<file path="config.mk">
export PLATFORM = sky130hd
export DESIGN_NAME = mux_rr_arbiter_flat
export DESIGN_NICKNAME = d
export VERILOG_FILES = /design/src/rtl/mux_rr_arbiter_if.sv /design/src/rtl/mux_rr_arbiter.sv /design/src/flat_wrapper.sv
export SDC_FILE = /design/constraint.sdc
export NUM_CORES = 1
export LEC_CHECK = 0
export ABC_AREA = 1
export BUFFER_PORTS_ARGS = -buffer_cell sky130_fd_sc_hd__buf_2
export CAP_MARGIN = 30
export CELL_PAD_IN_SITES_DETAIL_PLACEMENT = 1
export CELL_PAD_IN_SITES_GLOBAL_PLACEMENT = 1
export CORE_ASPECT_RATIO = 0.9
export CORE_MARGIN = 1.5
export CORE_UTILIZATION = 30
export DETAILED_ROUTE_END_ITERATION = 7
export PLACE_DENSITY = 0.62
export SETUP_SLACK_MARGIN = 0.05
export SLEW_MARGIN = 30
export SYNTH_ARGS = -nofsm -noshare
export SYNTH_HDL_FRONTEND = slang
export SYNTH_SLANG_ARGS = --single-unit
export TNS_END_PERCENT = 50
</file>
<file path="constraint.sdc">
create_clock -name clk -period 2.3 [get_ports clk]
set_input_delay 0.115 -clock clk [delete_from_list [all_inputs] [get_ports clk]]
set_output_delay 0.115 -clock clk [all_outputs]
set_load 0.005 [all_outputs]
</file>
<file path="src/rtl/mux_rr_arbiter_if.sv">
// Handshake bundle between N requesters and the round-robin mux arbiter.
interface mux_rr_arbiter_if #(
    parameter int NUM_OF_INPUTS = 5,
    parameter int SEL_W         = $clog2(NUM_OF_INPUTS)
);
    logic [NUM_OF_INPUTS-1:0] req;
    logic                     done;
    logic [NUM_OF_INPUTS-1:0] gnt;
    logic [SEL_W-1:0]         sel;
    logic                     busy;
    logic                     tmo;

    modport master (output req, done, input gnt, sel, busy, tmo);
    modport slave  (input req, done, output gnt, sel, busy, tmo);
endinterface

</file>
<file path="src/rtl/mux_rr_arbiter.sv">
// Round-robin arbiter driving the select of a shared N:1 mux, with one-hot
// grant, owner release via done/req-drop and an optional hold timeout.
module mux_rr_arbiter #(
    parameter int NUM_OF_INPUTS = 5,
    parameter int MAX_HOLD      = 16
) (
    input  logic             clk,
    input  logic             rst_n,
    mux_rr_arbiter_if.slave  bus
);
    localparam int SEL_W     = $clog2(NUM_OF_INPUTS);
    localparam int HC_W      = (MAX_HOLD > 0) ? $clog2(MAX_HOLD + 1) : 1;
    localparam int HOLD_LAST = (MAX_HOLD > 0) ? MAX_HOLD - 1 : 0;

    typedef enum logic {IDLE, GRANT} state_t;

    state_t                   state;
    logic [SEL_W-1:0]         ptr;
    logic [SEL_W-1:0]         sel;
    logic [HC_W-1:0]          hold_cnt;
    logic [NUM_OF_INPUTS-1:0] gnt;
    logic                     busy;
    logic                     tmo;

    logic [SEL_W-1:0]         win;
    logic                     timeout;
    logic                     owner_drop;
    logic                     rel;

    // Scan from ptr upward; wrap against NUM_OF_INPUTS, not the SEL_W rollover.
    always_comb begin
        logic [SEL_W:0] idx;
        logic           found;
        win   = '0;
        found = 1'b0;
        idx   = '0;
        for (int i = 0; i < NUM_OF_INPUTS; i++) begin
            idx = {1'b0, ptr} + (SEL_W+1)'(i);
            if (idx >= (SEL_W+1)'(NUM_OF_INPUTS))
                idx = idx - (SEL_W+1)'(NUM_OF_INPUTS);
            if (!found && bus.req[idx[SEL_W-1:0]]) begin
                win   = idx[SEL_W-1:0];
                found = 1'b1;
            end
        end
    end

    assign timeout    = (MAX_HOLD != 0) && (hold_cnt == HC_W'(HOLD_LAST));
    assign owner_drop = !bus.req[sel];
    assign rel        = bus.done || owner_drop || timeout;

    always_ff @(posedge clk or negedge rst_n) begin
        if (!rst_n) begin
            state    <= IDLE;
            ptr      <= '0;
            sel      <= '0;
            hold_cnt <= '0;
            gnt      <= '0;
            busy     <= 1'b0;
            tmo      <= 1'b0;
        end else begin
            tmo <= 1'b0;
            case (state)
                IDLE: begin
                    if (|bus.req) begin
                        gnt      <= NUM_OF_INPUTS'(1) << win;
                        sel      <= win;
                        busy     <= 1'b1;
                        hold_cnt <= '0;
                        state    <= GRANT;
                    end
                end
                GRANT: begin
                    if (hold_cnt != HC_W'(MAX_HOLD))
                        hold_cnt <= hold_cnt + 1'b1;
                    if (rel) begin
                        gnt   <= '0;
                        busy  <= 1'b0;
                        state <= IDLE;
                        ptr   <= (sel == SEL_W'(NUM_OF_INPUTS-1)) ? '0 : sel + 1'b1;
                        // Timeout flag only when nothing else would have released.
                        tmo   <= timeout && !bus.done && !owner_drop;
                    end
                end
                default: state <= IDLE;
            endcase
        end
    end

    assign bus.gnt  = gnt;
    assign bus.sel  = sel;
    assign bus.busy = busy;
    assign bus.tmo  = tmo;
endmodule

</file>
<file path="src/flat_wrapper.sv">
// flat-port wrapper written by rule: the top's interface ports become plain ports
module mux_rr_arbiter_flat 
#(
    parameter int NUM_OF_INPUTS = 5,
    parameter int MAX_HOLD      = 16
)
  (clk, rst_n, bus_req, bus_done, bus_gnt, bus_sel, bus_busy, bus_tmo);
  mux_rr_arbiter_if #(.NUM_OF_INPUTS(NUM_OF_INPUTS)) bus_i ();
  input  logic clk;
  input  logic rst_n;
  input wire logic [$bits(bus_i.req)-1:0] bus_req;
  input wire logic [$bits(bus_i.done)-1:0] bus_done;
  output wire logic [$bits(bus_i.gnt)-1:0] bus_gnt;
  output wire logic [$bits(bus_i.sel)-1:0] bus_sel;
  output wire logic [$bits(bus_i.busy)-1:0] bus_busy;
  output wire logic [$bits(bus_i.tmo)-1:0] bus_tmo;
  assign bus_i.req = bus_req;
  assign bus_i.done = bus_done;
  assign bus_gnt = bus_i.gnt;
  assign bus_sel = bus_i.sel;
  assign bus_busy = bus_i.busy;
  assign bus_tmo = bus_i.tmo;
  mux_rr_arbiter #(.NUM_OF_INPUTS(NUM_OF_INPUTS), .MAX_HOLD(MAX_HOLD)) u_core (.clk(clk), .rst_n(rst_n), .bus(bus_i));
endmodule
</file>
# == Yosys cells after proc, flatten, opt, wreduce, memory -nomap -nowiden ==
# Cells that the tools add are included.
# classes
add_sub_neg,11
order_cmp,11
n_eq_ne,6
n_reduce_logical,19
n_shift,1
bitwise_logic,1
muxes,41
# op_table
operator,count
2-to-1 mux 3 bit,11
"less-than comparator 3 x 4 -> 1 bit, second input constant",6
2-to-1 mux 5 bit,4
one-hot mux 5 bit (2 select lines),2
binary-select mux 1 bit (select 3 bit),6
">= comparator 4 x 3 -> 1 bit, second input constant",4
2-to-1 mux 1 bit,16
"subtractor 3 bit, second input constant",5
"adder 3 x 2 -> 4 bit, second input constant",2
AND reduction 2 bit,4
logical AND 1 bit,6
zero test 1 bit,6
"adder 5 x 1 -> 5 bit, second input constant",1
"equality test 5 x 4 -> 1 bit, second input constant",1
"!= test 5 bit, second input constant",1
OR reduction 5 bit,1
"<< shifter 1 x 3 -> 5 bit, first input constant",1
"adder 3 x 1 -> 4 bit, second input constant",1
"adder 3 x 3 -> 4 bit, second input constant",1
"!= test 2 bit, second input constant",2
one-hot mux 1 bit (2 select lines),2
"adder 3 x 1 -> 3 bit, second input constant",1
"equality test 3 bit, second input constant",1
">= comparator 3 bit, second input constant",1
other kinds (3),4
# word_totals
inputBits,8
ff_bits,19
elab_cells,97
output_inout_bits,10

# == Longest topological paths before layout ==
# logic_depth
depth_word,20
depth_mapped,20
ltp_nobuf,20

# == Worst setup path after synthesis ==
# No wires, ideal clock.
# synth_path
path_kind,register -> register
from,register u_core.ptr[0]
to,"register u_core.gnt[0], in the netlist u_core.bus.gnt[0]"
period_less_slack_ns,2.424
setup_slack_ns,-0.124
t_arrival_ns,2.307
setup_ns,0.116
path_stages_with_launch,19
cell_sequence,dfrtp_1 inv_2 ha_1 inv_1 fa_1 inv_1 nand2_1 o21ai_1 nand3_1 nand2_1 nand2_1 nand2_2 nand4_1 nor2_1 nor2_2 nand3_2 nor2_1 nand2_1 nand2_1
# synth_via
elab_chain_cells,20
elab_cells_between_ends,49
classes_between,add/sub (9); order compare (5); shift (1); mux (26); reduce/logical (8)
# synth_rtl
element,line,text
"start, declared",mux_rr_arbiter.sv:18,logic [SEL_W-1:0] ptr;
"start signal, assigned",mux_rr_arbiter.sv:80,ptr <= (sel == SEL_W'(NUM_OF_INPUTS-1)) ? '0 : sel + 1'b1;
"parallel branches: the longest is 16 deep, another holds adder 3 x 1 -> 4 bit",n/a,
2-to-1 mux 3 bit (*),mux_rr_arbiter.sv:41,if (!found && bus.req[idx[SEL_W-1:0]]) begin
<< shifter 1 x 3 -> 5 bit (*),mux_rr_arbiter.sv:66,gnt <= NUM_OF_INPUTS'(1) << win;
2-to-1 mux 5 bit (*),mux_rr_arbiter.sv:65,if (|bus.req) begin
one-hot mux 5 bit (2 select lines) (*),mux_rr_arbiter.sv:63,case (state)
"end signal, assigned",mux_rr_arbiter.sv:66,
"end, declared",mux_rr_arbiter.sv:21,logic [NUM_OF_INPUTS-1:0] gnt;
# Every way passes the cells marked *. The select of a mux whose other input is x is not followed.
# A chain may end at the register's enable or synchronous reset.

# == Worst setup path in the final report ==
# Ends and elaborated chain as after synthesis.

==> metrics.cfg <==
[cts]
cts.sinks = 19
clk_pin_slew_ps = 70
ctsRootBufferMaster = clkbuf_8
insertion_delay_ps = 260
cts_tree = done
clockBufferDepth = 2
cts_buffers = 3
cts_max_level = 1

[timing]
clock.fmax_ghz = 0.391
slew_headroom_pct = 71.3
finalSetupTns_ps = -1640
maxSlewViolCount = 0
worst_slack_ps = -260
worst_slew_pin_slew_ps = 430
hold_ws_ps = 119
period_minus_slack_ps = 2560
rsz0062_at_grt = true
finalSetupViolCount = 8
hold_viol = 0
fin_skew_ps = 1.88
final.period_utilization_pct = 111

[global_route]
grt_pass1_vias = 2185
grt_first_pass_wirelength_um = 10500
antenna_found_initial = 0
grtUsageTotal_pct = 19.7
grt_max_degree = 20
grt.overflow.total = 0

[placement]
place_area_um2 = 2420
place_congestion = 0.775
dp_hpwl_um = 5090
portBuffers = 17

[setup_path]
cp_common_cell = nand2_1
worstPathRequired_ps = 2460
crit_chain = inv_4 -> ha_4 -> inv_2 -> fa_2 -> clkinv_4 -> nand2_4 -> nand3_4 -> nand3_1 -> nand3_1 -> nand2_1 -> nand2_1 -> nand2_2 -> buf_6 -> nor2_4 -> nand2_2 -> nor2_4 -> buf_6 -> nor3_2 -> nand2_1 -> nand2_1
r2r-start = u_core.ptr[0]
cp_data_arrival_time_ps = 2720
cp-start-kind = flop
critPathCaptureType = flop
slowest_delay_ps = 430
crit_slowest_cell = dfrtp_2
path_class = reg2reg
reg2reg_slack_ps = -260
r2r_end = u_core.bus.gnt[0]
rr_worst_depth = 20
critPathMaxFanout = 5

[detailed_routing]
totalWireLength_um = 6300
drc = 0
routed-via-count = 2143
first_pass_iters = 4
vias_per_cell = 5.04
drt_iter0_drc = 81
ant_nets = 0
routedWlPerCell_um = 14.8

[synth]
async_reset_ff_share_pct = 100
synth-warning-count = 0
avgSynthCellArea_um2 = 6.65
ys_types = 31
synth_fp_nets = 303
synth-seq-cells = 19
ys_seq_area_share_pct = 25.5
synth_flop_cell = dfrtp_1
synth_edf_count = 0
syn_inst = 281
syn_area_um2 = 1870

[cells_and_area]
final_area_um2 = 2690
diodes = 0
finalNetCount = 376
final_core_util_pct = 44.3
drive_gt1_share_pct = 41.4
fillCellCount = 815
syn_to_final_growth_pct = 44.2

[hold_path]
min_path_cells = 3
worstHoldPathType = in2reg
holdPathEnd = u_core.bus.tmo
hp-start = bus_done

[floorplan]
die_area_um2 = 6710
die_w_um = 86.2
core_area_um2 = 6080
initial_core_util_pct = 30.7
row_count = 27
io_pins = 18
die_h_um = 77.9

[run_status]
violations = negative setup slack
status = finished with violations

[flow_run]
cap_violations = 0

-- critical path, delay by kind of cell (launching register included) --
family / cells / cell delay [ps]
fa+ha+maj: 2 / 540
simple gates: 13 / 1050
buf+inv: 5 / 440
flops: 1 / 430
-- synth_stat cells (2+ instances only) --
| cell type | n | area share [%] |
|---|---|---|
| nand2_1 | 72 | 14 |
| nand3_1 | 42 | 11 |
| inv_1 | 33 | 6.6 |
| dfrtp_1 | 19 | 25 |
| nor2_1 | 16 | 3.2 |
| ha_1 | 13 | 8.7 |
| o21ai_1 | 13 | 3.5 |
| nand2_2 | 10 | 3.3 |
| o21ai_0 | 10 | 2.7 |
| nand4_1 | 8 | 2.7 |
| a21oi_1 | 7 | 1.9 |
| inv_2 | 7 | 1.4 |
| nand3_2 | 6 | 3.2 |
| nand3b_1 | 4 | 1.6 |
| nor3_1 | 3 | 0.80 |
| nor2_2 | 2 | 0.67 |
| o22ai_1 | 2 | 0.67 |
-- metrics by stage --
stage                     instances  setup WS [ps]
after floorplan                 281          -3.68
after global placement          415           -210
after detailed placement        415           -267
after CTS                       422           -176
after global routing            425           -403
final                           425           -260
-- worst max-delay path by stage --
| stage | cells past startpoint | slack (ps) | from | end |
|---|---|---|---|---|
| after detailed placement | 17 | -270 | u_core.ptr[0] | u_core.bus.gnt[1] |
| after global routing | 19 | -400 | u_core.ptr[0] | u_core.bus.gnt[2] |
| after floorplan | 18 | -4 | u_core.ptr[0] | u_core.bus.gnt[0] |
| after CTS | 17 | -180 | u_core.ptr[0] | u_core.bus.gnt[2] |
| after global placement | 17 | -210 | u_core.ptr[0] | u_core.bus.gnt[1] |
| final | 20 | -260 | u_core.ptr[0] | u_core.bus.gnt[0] |
-- what timing repair did --
action                     4_1_cts  5_1_grt
setup buffers                    2        3
resized for setup               24       27
setup endpoints to repair        8        8
pin swaps                       14       20
hold buffers                     1        0
hold endpoints to repair        19        0
-- logic make-up (layout without fill, tap and decap cells) --
family,Yosys count,after routing,synth area share [%]
AOI/OAI and AO/OA,36,36,10.3
DFF,19,19,25.5
xor gates and xnor gates,2,2,1.34
and+or+nand+nor,169,169,44.5
adders and majority gates,14,14,9.78
buffers and inverters,41,113,8.64
-- registers in the layout (all words and copies together) (netlist names) --
signal	flops
u_core.hold_cnt	5
u_core.bus.tmo	1
u_core.ptr	3
u_core.bus.gnt	5
u_core.state	1
u_core.bus.busy	1
u_core.bus.sel	3
-- per-layer routing --
| layer | vias up | routed length [µm] | part of all wire, % | track usage (%) |
|---|---|---|---|---|
| li1 | 1080 | - | - | - |
| met1 | 1029 | 3100 | 49 | 27.5 |
| met2 | 28 | 3030 | 48 | 33.4 |
| met3 | 6 | 115 | 1.8 | 1.38 |
| met4 | 0 | 65 | 1.0 | 4.35 |
| met5 | - | 0 | 0 | 0 |
-- placed cells by master, fill, tap and decap left out, types with 3 or more instances in the layout --
| cell | instances |
|---|---|
| buf_4 | 48 |
| o21ai_2 | 8 |
| nand2_1 | 57 |
| inv_2 | 8 |
| dfrtp_2 | 3 |
| clkbuf_8 | 3 |
| nand3b_1 | 4 |
| nand4_1 | 8 |
| dfrtp_1 | 16 |
| a21oi_1 | 7 |
| nor2_1 | 14 |
| nand3_4 | 3 |
| o21ai_0 | 7 |
| ha_1 | 8 |
| inv_1 | 29 |
| nand3_2 | 10 |
| ha_2 | 3 |
| buf_2 | 17 |
| nor2_4 | 3 |
| nand2_2 | 20 |
| nand2_4 | 5 |
| nand3_1 | 36 |
| o21ai_1 | 9 |
-- cell type report --
type / count / area (µm²) / share of cell area (%)
multi-input cells: 221 / 1420 / 52.7
clock inverters: 1 / 5.00 / 0.186
well taps: 72 / 90.1 / 3.34
clock buffers: 3 / 41.3 / 1.53
flip-flops and latches: 19 / 479 / 17.8
inverters: 40 / 160 / 5.95
repair buffers: 69 / 498 / 18.5
Power is left out: the tool's default activity adds up to more than one toggle a clock period on the data nets, which glitch-free logic cannot reach.
